## config.mk

```make
export PLATFORM = sky130hd
export DESIGN_NAME = fastica_seq_ctrl
export DESIGN_NICKNAME = d
export VERILOG_FILES = /design/src/rtl/fastica_seq_ctrl.sv
export SDC_FILE = /design/constraint.sdc
export NUM_CORES = 1
export LEC_CHECK = 0
export CAP_MARGIN = 20
export CORE_ASPECT_RATIO = 1.2
export CORE_UTILIZATION = 48
export CTS_CLUSTER_SIZE = 28
export DETAILED_ROUTE_END_ITERATION = 16
export PLACE_DENSITY = 0.73
export SYNTH_ARGS = -nofsm -noshare
export SYNTH_HDL_FRONTEND = slang
export SYNTH_SLANG_ARGS = --single-unit
```

## constraint.sdc

```tcl
create_clock -name clk -period 1.87 [get_ports clk]
set_input_delay 0.374 -clock clk [delete_from_list [all_inputs] [get_ports clk]]
set_output_delay 0.374 -clock clk [all_outputs]
set_load 0.02 [all_outputs]
```

## src/rtl/fastica_seq_ctrl.sv

```systemverilog
// Top-level FastICA sequencer: whitening, counted mem1 write burst, then one
// FastICA pass per component with new_one pulses, done/error status and abort.
module fastica_seq_ctrl #(
  parameter int ADDR_W   = 14,
  parameter int XFER_LEN = 126,
  parameter int N_COMP   = 2,
  parameter int TO_W     = 16,
  parameter int TO_EN    = 1
) (
  input  logic              clk,
  input  logic              rst,
  input  logic              start,
  input  logic              abort,
  input  logic              whitening_busy,
  input  logic              fastica_busy,
  output logic              go_whitening,
  output logic              go_ram1,
  output logic              go_fastica,
  output logic              rw,
  output logic              new_one,
  output logic [ADDR_W-1:0] address_sel_mem1,
  output logic [7:0]        comp_idx,
  output logic              busy,
  output logic              done,
  output logic              error
);

  localparam int XC_W = $clog2(XFER_LEN + 1);
  localparam logic [XC_W-1:0] XFER_LAST = XC_W'(XFER_LEN - 1);
  localparam logic [7:0]      COMP_LAST = 8'(N_COMP - 1);
  // Trip one count early so the timer reaches 2^TO_W-1 on the aborting edge.
  localparam logic [TO_W-1:0] TO_TRIP   = ~TO_W'(1);

  typedef enum logic [2:0] {
    IDLE, WH_GO, WH_WAIT, XFER, TAIL, FI_WAIT, NEXT, DONE
  } state_t;

  state_t            state_reg, state_next;
  logic              guard_reg, guard_next;
  logic [XC_W-1:0]   xfer_cnt_reg, xfer_cnt_next;
  logic [TO_W-1:0]   timer_reg, timer_next;
  logic [7:0]        comp_next;
  logic              error_next;
  logic              go_whitening_next, go_ram1_next, go_fastica_next, rw_next;
  logic              new_one_next, busy_next, done_next;
  logic [ADDR_W-1:0] addr_next;

  always_comb begin
    state_next    = state_reg;
    guard_next    = guard_reg;
    xfer_cnt_next = xfer_cnt_reg;
    timer_next    = timer_reg;
    comp_next     = comp_idx;
    error_next    = error;

    case (state_reg)
      IDLE: begin
        if (start) begin
          state_next = WH_GO;
          error_next = 1'b0;
        end
      end
      WH_GO: begin
        if (guard_reg) begin
          state_next = WH_WAIT;
          timer_next = '0;
        end else begin
          guard_next = 1'b1;
        end
      end
      WH_WAIT: begin
        if (!whitening_busy) begin
          state_next    = XFER;
          xfer_cnt_next = '0;
        end else if ((TO_EN != 0) && (timer_reg == TO_TRIP)) begin
          state_next = IDLE;
          error_next = 1'b1;
        end else begin
          timer_next = timer_reg + 1'b1;
        end
      end
      XFER: begin
        if (xfer_cnt_reg == XFER_LAST) state_next = TAIL;
        else xfer_cnt_next = xfer_cnt_reg + 1'b1;
      end
      TAIL: begin
        state_next = FI_WAIT;
        timer_next = '0;
      end
      FI_WAIT: begin
        if (!fastica_busy) begin
          if (comp_idx == COMP_LAST) begin
            state_next = DONE;
          end else begin
            state_next = NEXT;
            comp_next  = comp_idx + 8'd1;
          end
        end else if ((TO_EN != 0) && (timer_reg == TO_TRIP)) begin
          state_next = IDLE;
          error_next = 1'b1;
        end else begin
          timer_next = timer_reg + 1'b1;
        end
      end
      NEXT: begin
        state_next = FI_WAIT;
        timer_next = '0;
      end
      DONE:    state_next = IDLE;
      default: state_next = IDLE;
    endcase

    // Abort wins over everything, including a start or a timeout this cycle.
    if (abort) begin
      state_next = IDLE;
      error_next = error;
    end

    if (state_next == IDLE) begin
      guard_next    = 1'b0;
      xfer_cnt_next = '0;
      timer_next    = '0;
      comp_next     = '0;
    end

    go_whitening_next = (state_next == WH_GO) || (state_next == WH_WAIT) ||
                        (state_next == XFER);
    go_ram1_next      = (state_next == XFER) || (state_next == TAIL);
    go_fastica_next   = (state_next == XFER) || (state_next == TAIL) ||
                        (state_next == FI_WAIT) || (state_next == NEXT);
    rw_next           = go_ram1_next;
    new_one_next      = (state_next == NEXT);
    done_next         = (state_next == DONE);
    busy_next         = (state_next != IDLE);
    addr_next         = (state_next == XFER) ? ADDR_W'(xfer_cnt_next) : '0;
  end

  always_ff @(posedge clk or posedge rst) begin
    if (rst) begin
      state_reg        <= IDLE;
      guard_reg        <= 1'b0;
      xfer_cnt_reg     <= '0;
      timer_reg        <= '0;
      go_whitening     <= 1'b0;
      go_ram1          <= 1'b0;
      go_fastica       <= 1'b0;
      rw               <= 1'b0;
      new_one          <= 1'b0;
      address_sel_mem1 <= '0;
      comp_idx         <= '0;
      busy             <= 1'b0;
      done             <= 1'b0;
      error            <= 1'b0;
    end else begin
      state_reg        <= state_next;
      guard_reg        <= guard_next;
      xfer_cnt_reg     <= xfer_cnt_next;
      timer_reg        <= timer_next;
      go_whitening     <= go_whitening_next;
      go_ram1          <= go_ram1_next;
      go_fastica       <= go_fastica_next;
      rw               <= rw_next;
      new_one          <= new_one_next;
      address_sel_mem1 <= addr_next;
      comp_idx         <= comp_next;
      busy             <= busy_next;
      done             <= done_next;
      error            <= error_next;
    end
  end

endmodule

```

==> impl_metrics.env, run 1 <==
export IMPL_grt_max_degree=50
export IMPL_wl_per_cell_um=17.77
export IMPL_final_hold_viol_count=0
export IMPL_dieArea_um2=6431
export IMPL_area_delta_synth_final_pct=49.85
export IMPL_finClkSkew_ps=8.546
export IMPL_status="finished, violations left"
export IMPL_drt_iter0_drc=100
export IMPL_overflow=0
export IMPL_worst_setup_path_type="in2reg"
export IMPL_leakage_uw=0.001779
export IMPL_path_clk_slew_ps=90
export IMPL_fin_ws_ps=-260.5
export IMPL_ys_flop_type="dfrtp_1"
export IMPL_vias=2779
export IMPL_io_buffer_count=28
export IMPL_drive_above_1_share=0.4765
export IMPL_timing_rr_start="state_reg[1]"
export IMPL_cp_max_fo=8
export IMPL_hold_class="in2async"
export IMPL_p_total_uw=3647
export IMPL_power_density_nw_per_um2=829.4
export IMPL_seq_area_frac_synth=0.4179
export IMPL_largest_reg_flops=16
export IMPL_clock_latency_ps=310
export IMPL_timing_setup_tns_ps=-7425
export IMPL_startpoint_type="primary input"
export IMPL_worstSetupStartpoint="fastica_busy"
export IMPL_ios=36
export IMPL_grt_setup_unrepaired="yes"
export IMPL_grt_pass1_wl_um=12910
export IMPL_cts_inserted_buffers=5
export IMPL_final_nets=416
export IMPL_initial_core_util=0.5076
export IMPL_final_common_cell="buf_4"
export IMPL_crit_required_ps=2070
export IMPL_core_area_um2=5781
export IMPL_yosysWarnings=0
export IMPL_period_minus_slack_ps=2131
export IMPL_antenna_found_initial=0
export IMPL_finalSetupViolations=38
export IMPL_violations="setup timing"
export IMPL_gp_congestion=0.8477
export IMPL_netlist_instances=289
export IMPL_period_share=1.139
export IMPL_vdd_drop_max_uv=542.3
export IMPL_die_x_um=73.37
export IMPL_ys_seq_elements=49
export IMPL_grt_usage=0.2597
export IMPL_synth_async_reset_ratio=1.000
export IMPL_routed_wl_um=8617
export IMPL_ant_nets=0
export IMPL_cap_violations=0
export IMPL_drc=0
export IMPL_synth_edf_count=0
export IMPL_cts_tree="built"
export IMPL_synth_area_per_cell_um2=10.15
export IMPL_dr_pass1_iters=4
export IMPL_layout_common_cells="buf_4 (78), dfrtp_1 (44), clkdlybuf4s50_1 (28)"
export IMPL_die_h_um=87.65
export IMPL_first_global_vias=2839
export IMPL_cts_sinks=49
export IMPL_cts_max_level=2
export IMPL_rows=30
export IMPL_antenna_diode_count=0
export IMPL_finish_utilization=0.7606
export IMPL_slew_violations=0
export IMPL_max_freq_mhz=469.4
export IMPL_clockBufferDepth=2
export IMPL_dpl_hpwl_um=4970
export IMPL_clockRootBuffer="clkbuf_8"
export IMPL_routed_via_density=5.730
export IMPL_synthDistinctLibCells=64
export IMPL_syn_area_um2=2934
export IMPL_end_kind="flop"
export IMPL_worstPathArrival_ps=2330
==> where the power goes <==
part           total, uW  switching [uW]  internal, uW  leakage [uW]
clock                766             364           402     0.0000554
sequential          1200            76.3          1120      0.000671
combinational       1690             905           781       0.00105
total               3650            1340          2300       0.00178
==> metrics by stage <==
step / setup slack [ps] / std cells / area (um^2) / hold WS [ps]
after detailed placement: -520.6 / 458 / 3811 / 543.6
after CTS: -118.7 / 482 / 4188 / 425.5
final: -260.5 / 485 / 4397 / 412.1
after global routing: -307.9 / 485 / 4397 / 434.4
after floorplan: -17.90 / 295 / 2989 / 447.5
after global placement: -440.2 / 458 / 3811 / 547.3
==> timing repair <==
action,CTS,global route
pin swaps,6,15
setup endpoints to repair,43,45
setup buffers,15,4
gates resized for setup,28,42
hold buffers,0,0
gates cloned,1,2
==> worst max-delay path: stages <==
cell and delay (ps):
clkdlybuf4s50_1 530, and4bb_2 300, a32oi_2 290, o21ai_4 110, a211oi_4 340, buf_6 180, clkbuf_16 160, nor2_2 40
==> cell families after synthesis <==
| logic type | Yosys count | share of synthesized area |
|---|---|---|
| other cells | 1 | 0.001278 |
| buf+inv | 29 | 0.06524 |
| simple gates | 126 | 0.2593 |
| mux | 2 | 0.007249 |
| flops | 49 | 0.4179 |
| fa+ha+maj | 6 | 0.02559 |
| compound gates | 65 | 0.1906 |
| xor+xnor | 11 | 0.03284 |
==> layout make-up <==
class                   count  area, um^2
repair buffers            121        1066
clock buffers               6       72.57
well taps                  80       100.1
inverters                   9       33.78
clock inverters             2       38.79
fillers                   402        1384
flip-flops and latches     49        1232
multi-input cells         218        1853
==> per-layer routing <==
layer	global-route usage	share of wire
met1	0.2998	0.39
met2	0.4714	0.54
met3	0.04258	0.034
met4	0.1119	0.034
met5	0	0
==> cells in the mapped netlist, types with 3 or more instances <==
library cell / n / area (um^2)
a2111oi_0: 4 / 35.03
a211oi_1: 3 / 22.52
a211oi_2: 9 / 112.6
a21oi_1: 5 / 25.02
a21oi_2: 3 / 26.28
a22o_1: 3 / 26.28
and2_1: 3 / 18.77
and3_1: 5 / 31.28
and4_1: 3 / 26.28
buf_2: 3 / 15.01
buf_4: 8 / 60.06
buf_6: 5 / 56.30
clkbuf_1: 3 / 11.26
dfrtp_1: 49 / 1226
ha_1: 6 / 75.07
inv_1: 8 / 30.03
nand2_1: 23 / 86.33
nand3_1: 9 / 45.04
nand4_1: 8 / 50.05
nor2_1: 12 / 45.04
nor2_2: 13 / 81.33
nor2b_1: 8 / 50.05
nor3_1: 4 / 20.02
nor3_2: 4 / 40.04
nor4_1: 4 / 25.02
o21ai_0: 11 / 55.05
o21ai_1: 5 / 25.02
o31ai_1: 3 / 22.52
o41ai_1: 3 / 26.28
or3_1: 7 / 43.79
or4_1: 5 / 37.54
xnor2_1: 5 / 43.79
xor2_1: 6 / 52.55
==> path summary, 6_finish.rpt <==
path                           endpoint  slack [ps]  cells after the start
max                         comp_idx[2]        -260                      8
min                        timer_reg[7]         410                      3
max reg2reg                 comp_idx[2]        -250                      8
min reg2reg                 comp_idx[7]         600                      2
max in group asynchronous  state_reg[1]        1220                      3
min in group clk            comp_idx[7]         600                      2
No activity file was read; power rests on OpenSTA's default activity.
==> run 2: changes to the inputs <==
--- a/config.mk
+++ b/config.mk
@@ -11,5 +11,5 @@
 export CTS_CLUSTER_SIZE = 28
 export DETAILED_ROUTE_END_ITERATION = 16
-export PLACE_DENSITY = 0.73
+export PLACE_DENSITY = 0.7
 export SYNTH_ARGS = -nofsm -noshare
 export SYNTH_HDL_FRONTEND = slang
==> constraint.sdc (replaced) <==
create_clock -name clk -period 2.7 [get_ports clk]
set_input_delay 0.405 -clock clk [delete_from_list [all_inputs] [get_ports clk]]
set_output_delay 0.405 -clock clk [all_outputs]
set_load 0.02 [all_outputs]
==> run 2 against run 1 <==
Compared with the run above:
- the flow now finishes without violations
- combinational power fell by 62%
- design area fell by 24%
- clock-buffer cell count up 1
- critical path type is now reg2reg
- clock skew down 5.7 ps
- sequential share of layout area is 8.8 points higher
- setup slack improved by 540 ps
- sequential cell count did not move
- via count shrank 18%
- register-to-register slack gained 530 ps
- final cell count down 18%
- routed wire length fell by 31%
- largest cell class unchanged
- total power shrank 48%
==> impl_metrics.env, run 2 (synthesized netlist as in run 1, its figures left out) <==
export IMPL_slew_violations=0
export IMPL_post_cts_buffers=0
export IMPL_vdd_drop_max_uv=319.2
export IMPL_drc=0
export IMPL_die_x_um=73.37
export IMPL_power_net_switching_uw=695.0
export IMPL_final_nets=329
export IMPL_timing_rr_start="state_reg[1]"
export IMPL_p_total_uw=1899
export IMPL_cap_violations=0
export IMPL_seqPwrFrac=0.435
export IMPL_path_clk_slew_ps=80
export IMPL_period_share=0.8952
export IMPL_ios=36
export IMPL_drive_above_1_share=0.1830
export IMPL_dr_pass1_iters=4
export IMPL_overflow=0
export IMPL_min_delay_worst_endpoint="comp_idx[7]"
export IMPL_grt_pass1_wl_um=10130
export IMPL_drt_iter0_drc=162
export IMPL_max_freq_mhz=413.7
export IMPL_dieArea_um2=6431
export IMPL_antenna_diode_count=0
export IMPL_first_global_vias=2159
export IMPL_startpoint_type="flop"
export IMPL_final_hold_viol_count=0
export IMPL_power_density_nw_per_um2=570.0
export IMPL_initial_core_util=0.5076
export IMPL_hold_depth=2
export IMPL_top_layer_used="met4"
export IMPL_finalSetupViolations=0
export IMPL_largest_reg_flops=16
export IMPL_ant_nets=0
export IMPL_gp_congestion=0.8757
export IMPL_cts_max_level=2
export IMPL_dr_wl_met3_um=172
export IMPL_end_kind="flop"
export IMPL_hold_class="reg2reg"
export IMPL_worst_setup_path_type="reg2reg"
export IMPL_pwr_share_clk=0.224
export IMPL_status="complete, no violations"
export IMPL_period_minus_slack_ps=2417
export IMPL_worstPathArrival_ps=2580
export IMPL_r2r_end="timer_reg[12]"
export IMPL_cts_inserted_buffers=5
export IMPL_clockBufferDepth=2
export IMPL_layout_common_cells="dfrtp_1 (49), clkdlybuf4s50_1 (28), nand2_1 (23)"
export IMPL_grt_setup_unrepaired="no"
export IMPL_dpl_hpwl_um=4280
export IMPL_clock_latency_ps=290
export IMPL_cts_sinks=49
export IMPL_crit_required_ps=2860
export IMPL_core_area_um2=5781
export IMPL_power_internal_uw=1203
export IMPL_routed_wl_um=5977
export IMPL_vias=2275
export IMPL_rr_worst_depth=5
export IMPL_die_h_um=87.65
export IMPL_cts_hold_buf=0
export IMPL_post_cts_resized=0
export IMPL_swShare=0.3661
export IMPL_leakage_uw=0.001255
export IMPL_area_delta_synth_final_pct=13.52
export IMPL_final_common_cell="dfrtp_1"
export IMPL_cp_max_fo=17
export IMPL_clockRootBuffer="clkbuf_8"
export IMPL_p_comb_frac=0.341
export IMPL_met1_length_um=2682
export IMPL_max_slew_worst_pin_slew_ps=714.8
export IMPL_routed_via_density=5.730
export IMPL_r2r_slack_ps=280
export IMPL_timing_setup_tns_ps=0
export IMPL_io_buffer_count=28
export IMPL_grt_usage=0.2043
export IMPL_grt_max_degree=50
export IMPL_cts_tree="built"
export IMPL_rows=30
export IMPL_finClkSkew_ps=2.810
export IMPL_hp_start="comp_idx[7]"
export IMPL_antenna_found_initial=0
export IMPL_slew_headroom=0.5225
export IMPL_wl_per_cell_um=15.06
export IMPL_dr_wl_met2_um=3059
==> run 2: changes by cell type in the layout (fill, tap and decap cells not counted), moves of 3 or more <==
cell and delta:
a2111oi_0 +4, a2111oi_1 -3, a21oi_1 +3, a21oi_2 -3
and3_1 +3, and3_4 -3, buf_4 -72, buf_6 -12
dfrtp_1 +5, dfrtp_2 -5, nor4_1 +3
==> run 2: metrics by stage <==
| step | util | worst slack (ps) | std cells | area [um^2] | hold WS, ps |
|---|---|---|---|---|---|
| floorplan | - | 700.3 | 295 | 2957 | 478.5 |
| global placement | 0.5613 | 197.1 | 390 | 3244 | 547.1 |
| detailed placement | 0.5613 | 198.7 | 390 | 3244 | 552.1 |
| CTS | 0.5762 | 294.6 | 397 | 3331 | 578.7 |
| global route | 0.5762 | 127.4 | 397 | 3331 | 600.6 |
| finish | 0.5762 | 282.9 | 397 | 3331 | 571.2 |
==> run 2: area by class of cell <==
type	count	area [um^2]
clock buffers	7	86.33
fillers	549	2450
inverters	9	33.78
multi-input cells	217	1539
flip-flops and latches	49	1226
well taps	80	100.1
repair buffers	35	345.3
==> run 2: power by group through the flow <==
stage | registers [uW] | clock network, uW | logic [uW]
2_1_floorplan | 840 | 0 | 517
3_5_place_dp | 840 | 0 | 651
6_report | 826 | 426 | 647
4_1_cts | 826 | 444 | 653
3_3_place_gp | 839 | 0 | 645
5_1_grt | 836 | 474 | 707
==> run 2: worst max path at each step <==
stage,endpoint,start
after floorplan,timer_reg[10],comp_idx[1]
after global placement,timer_reg[12],fastica_busy
after detailed placement,timer_reg[12],fastica_busy
after CTS,timer_reg[12],state_reg[1]
after global routing,timer_reg[12],state_reg[1]
final,timer_reg[12],state_reg[1]
==> run 2: worst max-delay path: stages, from the launching register on <==
cell	delay [ps]
dfrtp_1	650
and3b_1	250
a21oi_1	360
nor2b_1	650
buf_4	300
a211oi_1	60
==> run 2: layer usage <==
layer  GRT usage  vias up
met3     0.03452        6
met5           0        -
met4     0.06469        0
met2      0.3502       40
met1      0.2628     1126
li1            -     1103
==> run 3: changes to the inputs <==
CELL_PAD_IN_SITES_DETAIL_PLACEMENT = 2   (was not set)
CELL_PAD_IN_SITES_GLOBAL_PLACEMENT = 2   (was not set)
CORE_UTILIZATION = 38   (was 48)
PLACE_DENSITY = not set   (was 0.7)
PLACE_DENSITY_LB_ADDON = 0.1   (was not set)
==> run 3 against run 2 <==
Compared with the run above:
- sequential power about the same
- design area about the same
- combinational power up 3%
- first-iteration DRC count down 60%
- sequential share of layout area about the same
- final cell count up 2.3%
- die area up 26%
- setup slack better by 64 ps
- critical path depth up 1
- largest power group unchanged
==> impl_metrics.env, run 3 (synthesized netlist as in run 1, its figures left out) <==
export IMPL_cts_sinks=49
export IMPL_fin_hold_ws_ps=601.9
export IMPL_crit_family="simple AND/OR/NAND/NOR gates"
export IMPL_crit_cells=6
export IMPL_ant_nets=0
export IMPL_placed_cell_area_um2=3242
export IMPL_p_comb_frac=0.342
export IMPL_cp_slowest_cell="nor4_1"
export IMPL_pwr_share_clk=0.232
export IMPL_slowest_delay_ps=470
export IMPL_power_internal_uw=1172
export IMPL_routed_wl_um=7826
export IMPL_power_density_nw_per_um2=585.3
export IMPL_cp_max_fo=14
export IMPL_crit_buf_inv=1
export IMPL_dieArea_um2=8078
export IMPL_overflow=0
export IMPL_clockRootBuffer="clkbuf_8"
export IMPL_power_net_switching_uw=776.4
export IMPL_use_met2=0.4024
export IMPL_rr_worst_depth=6
export IMPL_cap_violations=0
export IMPL_die_x_um=82.22
export IMPL_worstPathCellList="nand4_1, nor4_1, o21ai_1, a211oi_4, buf_4, nor2b_1"
export IMPL_area_delta_synth_final_pct=13.43
export IMPL_slew_violations=0
export IMPL_antenna_diode_count=0
export IMPL_busiest_layer="met2"
export IMPL_dr_pass1_iters=4
export IMPL_cts_tree="built"
export IMPL_post_cts_resized=0
export IMPL_finClkSkew_ps=15.76
export IMPL_end_kind="flop"
export IMPL_wl_per_cell_um=19.28
export IMPL_drc=0
export IMPL_initial_core_util=0.3987
export IMPL_n_fill_cell=816
export IMPL_hold_class="in2async"
export IMPL_p_total_uw=1948
export IMPL_crit_required_ps=2910
export IMPL_use_met1=0.2397
export IMPL_io_buffer_count=28
export IMPL_drt_iter0_drc=65
export IMPL_grt_usage=0.2158
export IMPL_seqPwrFrac=0.426
export IMPL_layout_common_cells="dfrtp_1 (49), clkdlybuf4s50_1 (28), nand2_1 (23)"
export IMPL_cts_hold_buf=0
export IMPL_first_global_vias=2597
export IMPL_cts_inserted_buffers=5
export IMPL_vias=2344
export IMPL_period_minus_slack_ps=2353
export IMPL_final_nets=327
export IMPL_slew_headroom=0.5743
export IMPL_final_hold_viol_count=0
export IMPL_timing_setup_tns_ps=0
export IMPL_core_area_um2=7360
export IMPL_worst_setup_path_type="reg2reg"
export IMPL_met3_usage=0.03458
export IMPL_antenna_found_initial=0
export IMPL_routed_via_density=5.773
export IMPL_cts_max_level=2
export IMPL_largest_reg_flops=16
export IMPL_drive_above_1_share=0.1835
export IMPL_dpl_hpwl_um=5883
export IMPL_startpoint_type="flop"
export IMPL_gp_congestion=0.7693
export IMPL_grt_setup_unrepaired="no"
export IMPL_die_h_um=98.26
export IMPL_worstPathArrival_ps=2560
export IMPL_clock_latency_ps=320
export IMPL_leakage_uw=0.001245
export IMPL_grt_max_degree=50
export IMPL_path_clk_slew_ps=110
export IMPL_design_area_um2=3328
export IMPL_post_cts_buffers=0
export IMPL_max_slew_worst_pin_slew_ps=638.6
export IMPL_ios=36
export IMPL_rows=34
export IMPL_final_common_cell="dfrtp_1"
export IMPL_finalSetupViolations=0
export IMPL_period_share=0.8715
export IMPL_max_freq_mhz=425.0
export IMPL_vdd_drop_max_uv=271.8
export IMPL_grt_pass1_wl_um=13200
export IMPL_clockBufferDepth=2
export IMPL_swShare=0.3985
export IMPL_status="complete, no violations"
-- run 3: changes by cell type in the layout (fill, tap and decap cells not counted), sizes merged --
| cell | before | now |
|---|---|---|
| clkinvlp | 0 | 1 |
| clkinv | 0 | 2 |
| buf | 7 | 5 |
| clkbuf | 7 | 5 |
-- run 3: path summary, 6_finish.rpt --
kind                               from         endpoint  slack (ps)
setup / recovery           timer_reg[7]  xfer_cnt_reg[1]         350
min in group clk           timer_reg[4]     timer_reg[4]         600
setup reg to reg           timer_reg[7]  xfer_cnt_reg[1]         350
max in group asynchronous           rst             done        1670
hold / removal                      rst      comp_idx[1]         600
hold reg to reg            timer_reg[4]     timer_reg[4]         600
-- run 3: power groups by stage --
| stage | Sequential [uW] | Clock, uW | Combinational, uW |
|---|---|---|---|
| after floorplan | 840 | 0 | 517 |
| after global placement | 841 | 0 | 663 |
| after detailed placement | 844 | 0 | 680 |
| after CTS | 830 | 463 | 683 |
| after global routing | 837 | 495 | 726 |
| final | 829 | 452 | 667 |
-- run 3: layer usage --
layer / share of wire / wire (um)
met1: 0.39 / 3072
met2: 0.57 / 4484
met3: 0.021 / 161
met4: 0.014 / 106
met5: 0 / 0
-- run 3: final cells by class --
class                           instances  area [um^2]  area share
Inverter                                9        33.78     0.01015
Sequential cell                        49         1226      0.3684
Multi-Input combinational cell        217         1539      0.4624
Clock inverter                          3        17.52    0.005263
Tap cell                               90        112.6     0.03383
Clock buffer                            5        68.82     0.02068
Timing Repair Buffer                   33        330.3     0.09925
-- run 3: worst reg2reg max path, stage by stage (launching register included) --
cell,delay [ps]
dfrtp_1,460
nand4_1,240
nor4_1,470
o21ai_1,280
a211oi_4,370
buf_4,310
nor2b_1,100
-- run 3: stage by stage --
| step | cells | setup slack (ps) | util |
|---|---|---|---|
| 3_3_place_gp | 398 | 256.8 | 0.4405 |
| 4_1_cts | 406 | 289.5 | 0.4522 |
| 3_5_place_dp | 398 | 149.1 | 0.4405 |
| 2_1_floorplan | 295 | 700.3 | - |
| 6_report | 406 | 347.0 | 0.4522 |
| 5_1_grt | 406 | 85.52 | 0.4522 |
